`config.mk`:
```
export PLATFORM = sky130hd
export DESIGN_NAME = i2s_rx_deserializer
export DESIGN_NICKNAME = d
export VERILOG_FILES = /design/src/rtl/i2s_rx_deserializer_pkg.sv /design/src/rtl/i2s_shift_capture.sv /design/src/rtl/i2s_rx_deserializer.sv
export SDC_FILE = /design/constraint.sdc
export NUM_CORES = 1
export LEC_CHECK = 0
export ABC_AREA = 1
export CAP_MARGIN = 5
export CELL_PAD_IN_SITES_DETAIL_PLACEMENT = 0
export CELL_PAD_IN_SITES_GLOBAL_PLACEMENT = 1
export CORE_ASPECT_RATIO = 2
export CORE_UTILIZATION = 36
export DETAILED_ROUTE_END_ITERATION = 7
export PLACE_DENSITY = 0.82
export SETUP_SLACK_MARGIN = 0.4
export SLEW_MARGIN = 20
export SYNTH_ARGS = -nofsm -noshare
export SYNTH_HDL_FRONTEND = slang
export SYNTH_SLANG_ARGS = --single-unit
export TNS_END_PERCENT = 1
```
`constraint.sdc`:
```
create_clock -name AUD_BCLK -period 1.55 [get_ports AUD_BCLK]
set_input_delay 0.2325 -clock AUD_BCLK [delete_from_list [all_inputs] [get_ports AUD_BCLK]]
set_output_delay 0.2325 -clock AUD_BCLK [all_outputs]
set_load 0.01 [all_outputs]
```
`src/rtl/i2s_rx_deserializer_pkg.sv`:
```
// rtl/i2s_rx_deserializer_pkg.sv - shared widths, counter sizing and state encoding for the I2S receive path
package i2s_rx_deserializer_pkg;

   localparam int DATA_W   = 16;
   localparam int SLOT_MAX = 32;
   localparam int CNT_W    = $clog2(SLOT_MAX + 2);

   localparam logic [0:0] ST_SYNC = 1'b0;
   localparam logic [0:0] ST_RUN  = 1'b1;

   typedef logic [DATA_W-1:0] word_t;
   typedef logic [CNT_W-1:0]  count_t;

   // prior_bits excludes the bit sampled on the closing transition edge
   function automatic logic short_slot(input count_t prior_bits);
      return prior_bits < count_t'(DATA_W - 1);
   endfunction

endpackage

```
`src/rtl/i2s_shift_capture.sv`:
```
// rtl/i2s_shift_capture.sv - MSB-first slot capture with saturating bit counter
// word is look-ahead: it already contains this cycle's bit when shift_en is high
module i2s_shift_capture
   import i2s_rx_deserializer_pkg::*;
(
   input  logic   clk,
   input  logic   rst,
   input  logic   shift_en,
   input  logic   clear,
   input  logic   data_bit,
   output word_t  word,
   output count_t count
);

   word_t  sreg;
   count_t pos;
   logic   take;

   assign take = shift_en && (count < count_t'(DATA_W));
   assign pos  = count_t'(DATA_W - 1) - count;

   // bits land at their final position, so a short slot is already left-justified
   always_comb begin
      word = sreg;
      if (take && data_bit) begin
         word = sreg | (word_t'(1) << pos);
      end
   end

   always_ff @(posedge clk) begin
      if (rst || clear) begin
         sreg  <= '0;
         count <= '0;
      end else if (shift_en) begin
         sreg <= word;
         if (count != count_t'(SLOT_MAX + 1)) begin
            count <= count + count_t'(1);
         end
      end
   end

endmodule

```
`src/rtl/i2s_rx_deserializer.sv`:
```
// rtl/i2s_rx_deserializer.sv - I2S receiver: LRCK lock FSM, slot publish and framing error tracking
module i2s_rx_deserializer
   import i2s_rx_deserializer_pkg::*;
(
   input  logic              AUD_BCLK,
   input  logic              RST,
   input  logic              AUD_ADCLRCK,
   input  logic              AUD_ADCDAT,
   output logic [DATA_W-1:0] AUD_L,
   output logic [DATA_W-1:0] AUD_R,
   output logic              VALID_L,
   output logic              VALID_R,
   output logic              LOCKED,
   output logic              FRAME_ERR
);

   logic [0:0] state;
   logic       lrck_q;
   logic       lrck_edge;
   logic       in_run;
   logic       overrun;
   logic       shift_en;
   logic       clear;
   word_t      cap_word;
   count_t     cap_count;

   assign lrck_edge = (lrck_q != AUD_ADCLRCK);
   assign in_run    = (state == ST_RUN);
   assign overrun   = in_run && !lrck_edge && (cap_count > count_t'(SLOT_MAX));
   assign shift_en  = in_run && !overrun;
   assign clear     = !in_run || lrck_edge || overrun;
   assign LOCKED    = in_run;

   i2s_shift_capture u_capture (
      .clk      (AUD_BCLK),
      .rst      (RST),
      .shift_en (shift_en),
      .clear    (clear),
      .data_bit (AUD_ADCDAT),
      .word     (cap_word),
      .count    (cap_count)
   );

   // lrck_q tracks the pin even in reset so the first edge after reset is never a transition
   always_ff @(posedge AUD_BCLK) begin
      lrck_q <= AUD_ADCLRCK;
      if (RST) begin
         state     <= ST_SYNC;
         AUD_L     <= '0;
         AUD_R     <= '0;
         VALID_L   <= 1'b0;
         VALID_R   <= 1'b0;
         FRAME_ERR <= 1'b0;
      end else begin
         VALID_L <= 1'b0;
         VALID_R <= 1'b0;
         if (state == ST_SYNC) begin
            if (lrck_edge) begin
               state <= ST_RUN;
            end
         end else if (lrck_edge) begin
            if (lrck_q == 1'b0) begin
               AUD_L   <= cap_word;
               VALID_L <= 1'b1;
            end else begin
               AUD_R   <= cap_word;
               VALID_R <= 1'b1;
            end
            if (short_slot(cap_count)) begin
               FRAME_ERR <= 1'b1;
            end
         end else if (overrun) begin
            FRAME_ERR <= 1'b1;
            state     <= ST_SYNC;
         end
      end
   end

endmodule

```
==> reports/qor.yml <==
drt-total-wl_um: 6900
maxSlewHeadroom_pct: 75.1
endpoint_kind: "flop"
drc_errors: 0
cp-startpoint: "u_capture.count[1]$_SDFFE_PP0P_"
multi_input_area_um2: 1480
ctsHtreeMaxLevel: 3
die_y_um: 125
intPower_mw: 3.13
hold_violations: 0
synthCells: 350
antenna_found_initial: 0
cap_violations: 0
arrival_ns: 1.73
grt-busiest-layer: "met2"
rsz0062_at_grt: "true"
holdPathStages: 1
synth_top_area_share_pct: 43.4
crit_path_start_kind: "flop"
critical_path_required_ns: 1.79
grt_pass1_vias: 2489
drt_iter0_drc: 59
p_sw_share_pct: 21.3
vias: 2463
grt_use_total_pct: 19.3
pwr-share-seq_pct: 39.9
cts-hold-fix-buffers: 0
synth_top_area_cell: "dfxtp_1"
min_period_ns: 1.49
die_area_um2: 7930
cts_sinks: 59
use_met2_pct: 34.7
grt_pass1_wl_um: 11700
cp-endpoint: "u_capture.count[4]$_SDFFE_PP0P_"
clock_path_buffers: 2
synth_seq_cells: 59
drive_gt1_share_pct: 25.1
p_comb_share_pct: 8.7
worst-path-max-fanout: 7
placement.cell_area_um2: 3380
worst_pin_slew_ns: 0.373
io_buffers: 39
leakagePower_nw: 1.80
grt_max_degree: 33
clkTransAtPathRegs_ns: 0.05
vias_per_cell: 4.82
synth_nets: 359
diodes: 0
firstDrtPassIters: 4
use_met3_pct: 5.38
synth_area_leaders: "dfxtp_1 43%, nand3_1 9.6%, o21a_1 8.8%"
final_cells: 511
finalPower_mw: 3.97
cts_tree: "yes"
nNetsFinal: 424
cts_made_buffers: 9
synth_cell_types: 26
min_period_over_period_pct: 96.2
fin_skew_ns: 0.00699
io_pins: 40
routabilityCongestion: 0.865
die_w_um: 63.5
avgSynthCellArea_um2: 7.77
reg2reg_to: "u_capture.count[4]$_SDFFE_PP0P_"
fillers: 702
gr-usage-met1_pct: 19.8
hpwl_um: 4330
power_density_nw_per_um2: 996
final_cell_mix: "55 x dfxtp_1, 55 x inv_1, 47 x nand2_1"
switchingPower_mw: 0.845
worstReg2RegStart: "u_capture.count[1]$_SDFFE_PP0P_"
std_cell_rows: 44
core_area_um2: 7270
routedWlPerCell_um: 13.5
cts-root-buf: "clkbuf_16"
crit_type: "reg2reg"
clk_latency_ns: 0.32
overflow: 0
fmax_mhz: 671
seq_area_um2: 1190
hold_class: "in2reg"
r2r_slack_ns: 0.06
ys_warn_count: 0
ant_nets: 0
synth_area_um2: 2720
ys_seq_area_share_pct: 43.4
finalMaxSlewViolations: 0
status: "finished, final reports clean"
start_util_pct: 37.4
finalSetupViolCount: 0
clockPowerShare_pct: 51.5
ir_worst_vdd_uv: 815
placed_cells: 483
reg2reg_depth: 6
finalInstanceArea_um2: 3990
syn_to_final_growth_pct: 46.6
Yosys cell counts (all sizes together):
library cell and number:
clkinv 1, xor2 3, inv 62, o21a 32, nand4 1, nand3 65, a21oi 24, o21ai 2
nand2 51, a31oi 1, or2 1, buf 13, nor2 25, ha 5, dfxtp 59, clkbuf 3
nor3 2
per-layer routing:
metal,vias to the layer above,share of wire [%]
li1,1253,-
met1,1147,38
met2,47,56
met3,16,2.7
met4,0,3.3
met5,-,0
cell families after synthesis:
group | count (synthesis) | share of synthesized area, %
xor+xnor | 3 | 0.966
fa+ha+maj | 5 | 2.30
flops | 59 | 43.4
buf+inv | 79 | 12.1
simple gates | 145 | 26.8
compound gates | 59 | 14.5
worst max-delay path, stage by stage (launching register included):
cell,delay (ns)
dfxtp_4,0.36
buf_4,0.16
ha_2,0.21
nand3_1,0.13
xor2_1,0.22
nand3_1,0.14
a21oi_2,0.19
layout make-up:
class | count | area share, %
Multi-Input combinational cell | 215 | 37.2
Sequential cell | 59 | 29.9
Timing Repair Buffer | 67 | 15.9
Clock buffer | 14 | 7.12
Inverter | 63 | 6.18
Tap cell | 92 | 2.89
Clock inverter | 1 | 0.753
what timing repair did:
item	in CTS	in global routing
gates cloned	5	0
setup buffers	8	0
resized for setup	78	2
pin swaps	8	2
hold endpoints to repair	0	0
endpoints found under the setup margin	92	92
worst min path at each step:
stage	from	to	slack, ns
2_1_floorplan	AUD_ADCLRCK	lrck_q$_DFF_P_	0.26
3_3_place_gp	FRAME_ERR$_SDFFE_PP0P_	FRAME_ERR$_SDFFE_PP0P_	0.44
3_5_place_dp	FRAME_ERR$_SDFFE_PP0P_	FRAME_ERR$_SDFFE_PP0P_	0.47
4_1_cts	AUD_ADCLRCK	lrck_q$_DFF_P_	0.40
5_1_grt	AUD_ADCLRCK	lrck_q$_DFF_P_	0.41
6_report	AUD_ADCLRCK	lrck_q$_DFF_P_	0.41
state kept, by name (all words and copies together) (netlist names):
register	cells
lrck_q	1
FRAME_ERR	1
AUD_L	16
u_capture.sreg	16
u_capture.count	6
AUD_R	16
VALID_L	1
VALID_R	1
LOCKED	1
through the flow:
stage | util (%) | hold WS, ns | TNS (ns) | setup WS [ns]
CTS | 54.8 | 0.403 | 0 | 0.144
floorplan | - | 0.260 | 0 | 0.171
global route | 54.9 | 0.411 | -0.0132 | -0.0132
finish | 54.9 | 0.408 | 0 | 0.0594
detailed placement | 46.6 | 0.469 | -10.99 | -0.290
global placement | 46.6 | 0.444 | -9.09 | -0.219
power by group through the flow:
stage | registers (mW) | clock network (mW) | logic [mW]
2_1_floorplan | 1.63 | 0 | 0.153
3_3_place_gp | 1.62 | 0 | 0.324
3_5_place_dp | 1.62 | 0 | 0.326
4_1_cts | 1.58 | 2.08 | 0.345
5_1_grt | 1.59 | 2.17 | 0.375
6_report | 1.58 | 2.04 | 0.343
(Power assumes the default switching activity.)
